==> src/rtl/mem_access_ctrl_if.sv <==
// Request/response and memory-port bundle for mem_access_ctrl.
// ReqValid/ReqReady: a request transfers on a rising edge where both are 1; RespValid is a one-cycle pulse with no backpressure.
interface mem_access_ctrl_if #(
  parameter int AddressSize = 13
);
  logic                   ReqValid;
  logic                   ReqReady;
  logic                   ReqWrite;
  logic [1:0]             ReqSize;
  logic                   ReqSigned;
  logic [31:0]            ReqAddr;
  logic [31:0]            ReqWData;
  logic                   RespValid;
  logic [31:0]            RespData;
  logic                   AddrError;
  logic                   MemWriteEn;
  logic                   MemReadEn;
  logic [AddressSize-1:0] MemAddress;
  logic [31:0]            MemWriteData;
  logic [31:0]            MemReadData;

  modport slave (
    input  ReqValid, ReqWrite, ReqSize, ReqSigned, ReqAddr, ReqWData, MemReadData,
    output ReqReady, RespValid, RespData, AddrError,
           MemWriteEn, MemReadEn, MemAddress, MemWriteData
  );

  modport master (
    output ReqValid, ReqWrite, ReqSize, ReqSigned, ReqAddr, ReqWData, MemReadData,
    input  ReqReady, RespValid, RespData, AddrError,
           MemWriteEn, MemReadEn, MemAddress, MemWriteData
  );
endinterface

==> src/rtl/mem_access_ctrl.sv <==
// Byte/half/word load-store initiator for a word-addressed synchronous memory.
// Sub-word stores are read-modify-write; loads are extended; misaligned requests are rejected.
module mem_access_ctrl #(
  parameter int AddressSize = 13,
  parameter int WordSize    = 32
) (
  input  logic               Clock,
  input  logic               nReset,
  mem_access_ctrl_if.slave   bus,
  output logic [2:0]         debug_state
);

  typedef enum logic [2:0] {
    IDLE   = 3'd0,
    RD     = 3'd1,
    LDRESP = 3'd2,
    MERGE  = 3'd3,
    WR     = 3'd4,
    DONE   = 3'd5,
    ERR    = 3'd6
  } state_t;

  state_t                 state;
  logic                   write_q;
  logic [1:0]             size_q;
  logic                   signed_q;
  logic [1:0]             off_q;
  logic [WordSize-1:0]    wdata_q;
  logic                   ready_q;
  logic                   resp_valid_q;
  logic                   addr_err_q;
  logic                   rd_en_q;
  logic                   wr_en_q;
  logic [AddressSize-1:0] mem_addr_q;

  logic                   req_err;
  logic [7:0]             lane_byte;
  logic [15:0]            lane_half;
  logic [31:0]            load_val;
  logic [31:0]            merged;

  always_comb begin
    req_err = 1'b0;
    case (bus.ReqSize)
      2'b01:   req_err = bus.ReqAddr[0];
      2'b10:   req_err = (bus.ReqAddr[1:0] != 2'b00);
      2'b11:   req_err = 1'b1;
      default: req_err = 1'b0;
    endcase
  end

  always_ff @(posedge Clock or negedge nReset) begin
    if (!nReset) begin
      state        <= IDLE;
      write_q      <= 1'b0;
      size_q       <= 2'b00;
      signed_q     <= 1'b0;
      off_q        <= 2'b00;
      wdata_q      <= '0;
      ready_q      <= 1'b1;
      resp_valid_q <= 1'b0;
      addr_err_q   <= 1'b0;
      rd_en_q      <= 1'b0;
      wr_en_q      <= 1'b0;
      mem_addr_q   <= '0;
    end else begin
      case (state)
        IDLE: begin
          if (bus.ReqValid && ready_q) begin
            write_q  <= bus.ReqWrite;
            size_q   <= bus.ReqSize;
            signed_q <= bus.ReqSigned;
            off_q    <= bus.ReqAddr[1:0];
            wdata_q  <= bus.ReqWData;
            ready_q  <= 1'b0;
            if (req_err) begin
              state        <= ERR;
              resp_valid_q <= 1'b1;
              addr_err_q   <= 1'b1;
            end else if (!bus.ReqWrite || bus.ReqSize != 2'b10) begin
              state      <= RD;
              rd_en_q    <= 1'b1;
              mem_addr_q <= bus.ReqAddr[AddressSize+1:2];
            end else begin
              state      <= WR;
              wr_en_q    <= 1'b1;
              mem_addr_q <= bus.ReqAddr[AddressSize+1:2];
            end
          end
        end
        RD: begin
          rd_en_q <= 1'b0;
          if (write_q) begin
            // Address stays on the bus so the merged word lands where it was read.
            state   <= MERGE;
            wr_en_q <= 1'b1;
          end else begin
            state        <= LDRESP;
            resp_valid_q <= 1'b1;
            mem_addr_q   <= '0;
          end
        end
        MERGE, WR: begin
          state        <= DONE;
          wr_en_q      <= 1'b0;
          mem_addr_q   <= '0;
          resp_valid_q <= 1'b1;
        end
        LDRESP, DONE, ERR: begin
          state        <= IDLE;
          resp_valid_q <= 1'b0;
          addr_err_q   <= 1'b0;
          ready_q      <= 1'b1;
        end
        default: begin
          state        <= IDLE;
          ready_q      <= 1'b1;
          resp_valid_q <= 1'b0;
          addr_err_q   <= 1'b0;
          rd_en_q      <= 1'b0;
          wr_en_q      <= 1'b0;
          mem_addr_q   <= '0;
        end
      endcase
    end
  end

  // Big-endian lanes: offset 0 is the most significant byte.
  always_comb begin
    lane_byte = 8'h00;
    case (off_q)
      2'd0:    lane_byte = bus.MemReadData[31:24];
      2'd1:    lane_byte = bus.MemReadData[23:16];
      2'd2:    lane_byte = bus.MemReadData[15:8];
      default: lane_byte = bus.MemReadData[7:0];
    endcase
    lane_half = off_q[1] ? bus.MemReadData[15:0] : bus.MemReadData[31:16];
  end

  always_comb begin
    load_val = bus.MemReadData;
    case (size_q)
      2'b00:   load_val = signed_q ? {{24{lane_byte[7]}}, lane_byte} : {24'h000000, lane_byte};
      2'b01:   load_val = signed_q ? {{16{lane_half[15]}}, lane_half} : {16'h0000, lane_half};
      default: load_val = bus.MemReadData;
    endcase
  end

  always_comb begin
    merged = bus.MemReadData;
    if (size_q == 2'b00) begin
      case (off_q)
        2'd0:    merged[31:24] = wdata_q[7:0];
        2'd1:    merged[23:16] = wdata_q[7:0];
        2'd2:    merged[15:8]  = wdata_q[7:0];
        default: merged[7:0]   = wdata_q[7:0];
      endcase
    end else if (off_q[1]) begin
      merged[15:0] = wdata_q[15:0];
    end else begin
      merged[31:16] = wdata_q[15:0];
    end
  end

  // Read data arrives the cycle after ReadEn, so the data paths are decoded from state.
  assign bus.RespData     = (state == LDRESP) ? load_val : 32'h0;
  assign bus.MemWriteData = (state == MERGE) ? merged :
                            (state == WR)    ? wdata_q : 32'h0;
  assign bus.ReqReady     = ready_q;
  assign bus.RespValid    = resp_valid_q;
  assign bus.AddrError    = addr_err_q;
  assign bus.MemReadEn    = rd_en_q;
  assign bus.MemWriteEn   = wr_en_q;
  assign bus.MemAddress   = mem_addr_q;
  assign debug_state      = state;

endmodule
==> src/flat_wrapper.sv <==
// flat-port wrapper written by rule: the top's interface ports become plain ports
module mem_access_ctrl_flat 
#(
  parameter int AddressSize = 13,
  parameter int WordSize    = 32
)
  (Clock, nReset, debug_state, bus_ReqValid, bus_ReqWrite, bus_ReqSize, bus_ReqSigned, bus_ReqAddr, bus_ReqWData, bus_MemReadData, bus_ReqReady, bus_RespValid, bus_RespData, bus_AddrError, bus_MemWriteEn, bus_MemReadEn, bus_MemAddress, bus_MemWriteData);
  mem_access_ctrl_if #(.AddressSize(AddressSize)) bus_i ();
  input  logic Clock;
  input  logic nReset;
  output logic [2:0] debug_state;
  input wire logic [$bits(bus_i.ReqValid)-1:0] bus_ReqValid;
  input wire logic [$bits(bus_i.ReqWrite)-1:0] bus_ReqWrite;
  input wire logic [$bits(bus_i.ReqSize)-1:0] bus_ReqSize;
  input wire logic [$bits(bus_i.ReqSigned)-1:0] bus_ReqSigned;
  input wire logic [$bits(bus_i.ReqAddr)-1:0] bus_ReqAddr;
  input wire logic [$bits(bus_i.ReqWData)-1:0] bus_ReqWData;
  input wire logic [$bits(bus_i.MemReadData)-1:0] bus_MemReadData;
  output wire logic [$bits(bus_i.ReqReady)-1:0] bus_ReqReady;
  output wire logic [$bits(bus_i.RespValid)-1:0] bus_RespValid;
  output wire logic [$bits(bus_i.RespData)-1:0] bus_RespData;
  output wire logic [$bits(bus_i.AddrError)-1:0] bus_AddrError;
  output wire logic [$bits(bus_i.MemWriteEn)-1:0] bus_MemWriteEn;
  output wire logic [$bits(bus_i.MemReadEn)-1:0] bus_MemReadEn;
  output wire logic [$bits(bus_i.MemAddress)-1:0] bus_MemAddress;
  output wire logic [$bits(bus_i.MemWriteData)-1:0] bus_MemWriteData;
  assign bus_i.ReqValid = bus_ReqValid;
  assign bus_i.ReqWrite = bus_ReqWrite;
  assign bus_i.ReqSize = bus_ReqSize;
  assign bus_i.ReqSigned = bus_ReqSigned;
  assign bus_i.ReqAddr = bus_ReqAddr;
  assign bus_i.ReqWData = bus_ReqWData;
  assign bus_i.MemReadData = bus_MemReadData;
  assign bus_ReqReady = bus_i.ReqReady;
  assign bus_RespValid = bus_i.RespValid;
  assign bus_RespData = bus_i.RespData;
  assign bus_AddrError = bus_i.AddrError;
  assign bus_MemWriteEn = bus_i.MemWriteEn;
  assign bus_MemReadEn = bus_i.MemReadEn;
  assign bus_MemAddress = bus_i.MemAddress;
  assign bus_MemWriteData = bus_i.MemWriteData;
  mem_access_ctrl #(.AddressSize(AddressSize), .WordSize(WordSize)) u_core (.Clock(Clock), .nReset(nReset), .bus(bus_i), .debug_state(debug_state));
endmodule
==> config.mk <==
export PLATFORM = sky130hd
export DESIGN_NAME = mem_access_ctrl_flat
export DESIGN_NICKNAME = d
export VERILOG_FILES = /design/src/rtl/mem_access_ctrl_if.sv /design/src/rtl/mem_access_ctrl.sv /design/src/flat_wrapper.sv
export SDC_FILE = /design/constraint.sdc
export NUM_CORES = 1
export LEC_CHECK = 0
export BUFFER_PORTS_ARGS = -buffer_cell sky130_fd_sc_hd__buf_4
export CORE_UTILIZATION = 25
export DETAILED_ROUTE_END_ITERATION = 8
export PLACE_DENSITY = 0.47
export SLEW_MARGIN = 5
export SYNTH_ARGS = -nofsm -noshare
export SYNTH_HDL_FRONTEND = slang
export SYNTH_SLANG_ARGS = --single-unit
==> constraint.sdc <==
create_clock -name Clock -period 1.91 [get_ports Clock]
set_input_delay 0.0955 -clock Clock [delete_from_list [all_inputs] [get_ports Clock]]
set_output_delay 0.0955 -clock Clock [all_outputs]
set_load 0.02 [all_outputs]
==> results of run 1 <==
==> worst max-delay path, stage by stage (launching register included) <==
cell,delay [ns]
dfrtp_2,0.40
mux4_2,0.56
a22o_4,0.30
nand3_4,0.20
nand2_1,0.10
buf_6,0.14
==> metal layers <==
layer  wire (um)  up-vias
met5           0        -
met4         587        0
met3        1225       36
met2        8237      197
met1        7683     2264
li1            -     2124
==> cells in the final DEF (no fill, tap or decap), types with 9 or more instances in the layout <==
cell type / netlist / layout
buf_4: 8 / 174
nand2_1: 68 / 57
buf_6: 2 / 57
dfrtp_1: 58 / 51
dlygate4sd3_1: 0 / 50
mux2_2: 42 / 37
nor2_1: 24 / 20
o21ai_1: 1 / 16
o211ai_1: 16 / 16
a21oi_1: 17 / 15
inv_1: 15 / 12
clkbuf_16: 0 / 12
nand2_2: 0 / 11
nor3_1: 13 / 10
a22o_1: 12 / 10
o21a_1: 9 / 9
o21ai_0: 31 / 9
a22o_2: 10 / 9
buf_12: 0 / 9
==> power by group through the flow <==
| stage | clock network (mW) | registers (mW) | logic [mW] |
|---|---|---|---|
| after global routing | 1.69 | 2.65 | 9.04 |
| after CTS | 1.63 | 2.53 | 7.37 |
| after global placement | 0 | 2.48 | 6.15 |
| final | 1.59 | 2.56 | 8.54 |
| after floorplan | 0 | 2.47 | 3.78 |
| after detailed placement | 0 | 2.49 | 6.18 |
==> per-stage QoR <==
stage	setup WS [ns]	power, mW
global route	-0.2758	13.38
detailed placement	0.01850	8.673
finish	-0.2281	12.69
CTS	-0.2169	11.53
floorplan	-0.1072	6.254
global placement	0.06170	8.628
==> registers in the layout, summed over array words and instances, names as in the netlist <==
register and cells:
u_core.bus.ReqReady 1, u_core.bus.AddrError 1, u_core.bus.MemWriteEn 1, u_core.bus.MemReadEn 1
u_core.size_q 2, u_core.off_q 2, u_core.bus.MemAddress 13, u_core.write_q 1
u_core.wdata_q 32, u_core.bus.RespValid 1, u_core.debug_state 3, u_core.signed_q 1
==> kinds of logic after synthesis <==
family	count (synthesis)
simple gates	129
buf+inv	49
mux	54
compound gates	133
flops	59
==> area by class of cell <==
type | instances | area (um2)
fillers | 1423 | 7754
repair buffers | 297 | 2771
multi-input cells | 317 | 2635
flip-flops and latches | 59 | 1486
well taps | 211 | 264.0
clock buffers | 9 | 225.2
inverters | 15 | 63.81
clock inverters | 7 | 58.81
==> final timing paths <==
check / from / end / slack (ns)
max: u_core.off_q[1] / bus_RespData[20] / -0.23
max reg2reg: u_core.debug_state[1] / u_core.bus.MemAddress[12] / 0.06
min reg2reg: u_core.wdata_q[22] / u_core.wdata_q[22] / 0.48
max in group asynchronous: nReset / u_core.size_q[0] / 0.96
min in group asynchronous: nReset / u_core.bus.MemAddress[0] / 0.38
min: bus_ReqAddr[0] / u_core.off_q[0] / 0.03
==> timing repair <==
action,CTS,global route
hold endpoints to repair,107,0
pin swaps,21,28
hold buffers,50,0
gates resized for setup,109,72
cloned,3,5
buffers inserted,15,28
endpoints found under the setup margin,64,92
==> results_dict.tcl, run 1 <==
set metrics [dict create \
    outcome "finished with violations" \
    violations "negative setup slack" \
    synth_xor_area_share_pct 0 \
    tritoncts "built" \
    synth_top_family_by_area "compound AO/OA/AOI/OAI gates" \
    grt_pass1_wl_um 26340 \
    power.internal_mw 7.087 \
    synth-seq-cells 59 \
    fmax_mhz 467.7 \
    fp-row-count 45 \
    grt_setup_unrepaired "yes" \
    die_area_um2 16230 \
    die_x_um 127.4 \
    finalCriticalPeriod_ns 2.138 \
    synth_area_leaders "dfrtp_1 37%, mux2_2 12%, nand2_1 6.5%, o21ai_0 3.9%, o211ai_1 3.1%" \
    p_seq_share_pct 20.2 \
    synthesis.area_um2 3931 \
    setup_viol 52 \
    core_um2 15260 \
    drc 0 \
    clkPwrFrac_pct 12.5 \
    clkTransAtPathRegs_ns 0.06 \
    vias 4621 \
    gp_congestion 0.8365 \
    final_core_util_pct 49.18 \
    place_inst 802 \
    setup_tns_ns -5.021 \
    synth_common_cells "68 x nand2_1, 58 x dfrtp_1, 42 x mux2_2, 31 x o21ai_0, 24 x nor2_1" \
    relSlewSlack_pct 46.26 \
    switchingPower_mw 5.601 \
    htree_levels 3 \
    port_buffers 170 \
    yosys.area_share.adder_pct 0 \
    synth_cells 424 \
    p_per_area_nw_per_um2 1691 \
    track_usage_pct 21.36 \
    yosysMostFrequentCell "nand2_1" \
    grt_max_degree 60 \
    fin_area_um2 7505 \
    min_path_cells 2 \
    end_kind "output pin" \
    ys_seq_area_share_pct 37.59 \
    power_frac_comb_pct 67.3 \
    finClkSkew_ns 0.009340 \
    reg2regPathDepth 7 \
    hp-class "primary input to register" \
    fin_nets 802 \
    hold_violations 0 \
    path_class "register to output pin" \
    synth.avg_cell_area_um2 9.272 \
    synth_top_area_share_pct 36.92 \
    synth-simple-area-share_pct 15.44 \
    drive_gt1_share_pct 55.97 \
    first_global_vias 4561 \
    cts-root-buf "clkbuf_16" \
    start_kind "register" \
    cts_buffer_depth 2 \
    top_level_ports 188 \
    holdWs_ns 0.02534 \
    wl_um 17730 \
    slew_viol_final 0 \
    synthFlopType "dfrtp_1" \
    busiest_layer "met2" \
    ant_nets 0 \
    cts_buffers 9 \
    start_util_pct 25.76 \
    cap_violations 0 \
    worst_slack_ns -0.2281 \
    switching_share_pct 44.14 \
    firstDrtPassIters 5 \
    synth-edff-count 0 \
    area_delta_synth_final_pct 90.90 \
    clock_insertion_delay_worst_skew_ns 0.35 \
    grt.met1_usage_pct 28.11 \
    die_h_um 127.4 \
    routed_via_density 5.050 \
    worstPathRequired_ns 1.81 \
    cp_max_fo 8 \
    worstPathArrival_ns 2.04 \
    grt.met3_usage_pct 5.318 \
    irDropWorstVdd_uv 720.6 \
    fin_crit_sh_pct 111.9 \
    muxShareOfSynthArea_pct 15.50 \
    antenna_found_initial 0 \
    dpl-instance-area_um2 5580 \
    worst_slew_pin_slew_ns 0.8062 \
    drt_iter0_drc 267 \
    overflow 0 \
    yosys.area.top_type "dfrtp_1" \
    wl_per_cell_um 19.38 \
    antenna_cells 0 \
    grtUsageMet2_pct 33.30 \
    cts_sinks 59 \
    p_leak_nw 3.406 \
    syn-num-nets 527 \
    synthArstFlopShare_pct 100.0 \
    yosysWarningCount 0 \
    hpwl_um 11700 \
    synth_compound_area_share_pct 25.30 \
    fin_cells 915 \
    synth_cell_types 52 \
]
Power figures use the tool's default switching activity.
==> run 2: changes to the inputs <==
--- a/config.mk
+++ b/config.mk
@@ -6,6 +6,7 @@
 export NUM_CORES = 1
 export LEC_CHECK = 0
 export BUFFER_PORTS_ARGS = -buffer_cell sky130_fd_sc_hd__buf_4
+export CAP_MARGIN = 20
 export CORE_UTILIZATION = 25
 export DETAILED_ROUTE_END_ITERATION = 8
 export PLACE_DENSITY = 0.47
==> constraint.sdc (replaced) <==
create_clock -name Clock -period 2.5 [get_ports Clock]
set_input_delay 0.125 -clock Clock [delete_from_list [all_inputs] [get_ports Clock]]
set_output_delay 0.125 -clock Clock [all_outputs]
set_load 0.02 [all_outputs]
==> run 2 against run 1 <==
Compared with the run above: critical endpoint is now bus_RespData[10]; core utilization down 11 points; register-to-register slack better by 0.43 ns; worst setup slack better by 0.39 ns; clock power down 13%; via count down 11%; the run now ends clean; critical path depth down 1; global-route usage down 2.3 points.
==> results_dict.tcl, run 2 (synthesized netlist as in run 1, its figures left out) <==
set metrics [dict create \
    start_util_pct 25.76 \
    crit_path_end "bus_RespData[10]" \
    clkTransAtPathRegs_ns 0.06 \
    finClkSkew_ns 0.005249 \
    switching_share_pct 44.42 \
    rrSetupSlack_ns 0.49 \
    post_cts_buffers 0 \
    p_per_area_nw_per_um2 1342 \
    gp_congestion 0.8380 \
    fin_area_um2 5831 \
    routed_via_density 5.062 \
    wl_per_cell_um 19.06 \
    path_class "register to output pin" \
    tritoncts "built" \
    fin_nets 700 \
    cp_max_fo 15 \
    port_buffers 170 \
    hpwl_um 11580 \
    p_leak_nw 2.705 \
    drt_iter0_drc 418 \
    grt_pass1_wl_um 23370 \
    irDropWorstVdd_uv 535.9 \
    fin_crit_sh_pct 93.58 \
    slew_viol_final 0 \
    setup_tns_ns 0 \
    cap_violations 0 \
    power.total_mw 7.823 \
    antenna_found_initial 0 \
    htree_levels 3 \
    die_area_um2 16230 \
    grt_max_degree 60 \
    die_x_um 127.4 \
    largest_register_ffs 32 \
    core_um2 15260 \
    final_common_cell "buf_4" \
    final_cell_mix "192 x buf_4, 68 x nand2_1, 55 x dfrtp_1" \
    clkPwrFrac_pct 17.6 \
    top_register "u_core.wdata_q" \
    worstPathRequired_ns 2.38 \
    die_h_um 127.4 \
    power_frac_comb_pct 57.2 \
    fp-row-count 45 \
    drc 0 \
    worst_slew_pin_slew_ns 0.8051 \
    reg2regPathDepth 4 \
    wl_um 15500 \
    r2r_start "u_core.debug_state[1]" \
    hp-class "primary input to register" \
    first_global_vias 3978 \
    hold_violations 0 \
    fmax_mhz 427.5 \
    cts_buffers 9 \
    setup_viol 0 \
    top_level_ports 188 \
    place_inst 793 \
    ant_nets 0 \
    finalCriticalPeriod_ns 2.339 \
    track_usage_pct 19.10 \
    switchingPower_mw 3.475 \
    vias 4115 \
    dpl-instance-area_um2 5450 \
    end_kind "output pin" \
    area_delta_synth_final_pct 48.31 \
    cp-startpoint "u_core.debug_state[0]" \
    drive_gt1_share_pct 46.51 \
    cts-root-buf "clkbuf_16" \
    firstDrtPassIters 8 \
    antenna_cells 0 \
    p_seq_share_pct 25.2 \
    cts_buffer_depth 2 \
    worstPathArrival_ns 2.21 \
    outcome "finished, final reports clean" \
    fin_cells 813 \
    worstReg2RegEnd "u_core.wdata_q[0]" \
    start_kind "register" \
    grt_setup_unrepaired "no" \
    overflow 0 \
    power.internal_mw 4.348 \
    clock_insertion_delay_worst_skew_ns 0.34 \
    relSlewSlack_pct 46.32 \
    cts_sinks 59 \
]
==> run 2: cell types whose count changed in the layout (fill, tap and decap cells not counted), moves of 8 or more <==
cell           delta
a221oi_1          +8
o21ai_1          -16
nand2_2          -11
o21ai_0          +22
dlygate4sd3_1    -46
buf_6            -57
a221oi_4          -8
buf_4            +18
nand2_1          +11
buf_12            -9
==> run 2: worst min-delay path by stage <==
stage | depth (start not counted) | slack (ns) | end | from
2_1_floorplan | 0 | -0.17 | u_core.bus.AddrError | nReset
3_3_place_gp | 1 | 0.27 | u_core.bus.MemAddress[11] | nReset
3_5_place_dp | 1 | 0.28 | u_core.bus.MemAddress[11] | nReset
4_1_cts | 2 | 0.0007 | u_core.wdata_q[21] | bus_ReqWData[21]
5_1_grt | 2 | 0.006 | u_core.bus.MemAddress[5] | bus_ReqAddr[7]
6_report | 2 | 0.009 | u_core.wdata_q[21] | bus_ReqWData[21]
==> run 2: layout make-up <==
type / instances / area (um2)
inverters: 15 / 56.30
clock inverters: 6 / 88.84
repair buffers: 196 / 1481
multi-input cells: 316 / 2220
flip-flops and latches: 59 / 1481
well taps: 211 / 264.0
clock buffers: 10 / 239.0
fillers: 1577 / 9428
==> run 2: worst max-delay path, stage by stage (launching register included) <==
cell and delay, ns:
dfrtp_2 0.48, or3b_1 0.48, buf_4 0.24, a221oi_1 0.44, buf_4 0.24
==> run 2: timing repair <==
action	4_1_cts	5_1_grt
setup endpoints to repair	0	13
gates resized for setup	0	5
endpoints found under the hold margin	61	0
hold buffers	4	0
==> run 2: power groups by stage <==
stage                     Combinational, mW  Sequential (mW)  Clock, mW
after floorplan                        2.88             1.89          0
after global placement                 4.43             1.97          0
after detailed placement               4.47             1.97          0
after CTS                              4.49             1.96       1.42
after global routing                   4.81             2.05       1.46
final                                  4.47             1.97       1.38
==> run 2: stage by stage <==
step           util (%)  setup WS [ns]  hold WS (ns)
2_1_floorplan         -         0.4533       -0.1706
3_5_place_dp      35.72         0.3972        0.2791
3_3_place_gp      35.72         0.4205        0.2712
5_1_grt           38.21        0.08425      0.005692
4_1_cts           38.13        0.02145     0.0006539
6_report          38.21         0.1606      0.009222
==> run 2: layer usage <==
layer | share of wire, % | vias to the layer above | track usage, %
li1 | - | 1910 | -
met1 | 44 | 1995 | 25.82
met2 | 46 | 191 | 29.35
met3 | 8.1 | 19 | 4.816
met4 | 1.9 | 0 | 7.003
met5 | 0 | - | 0
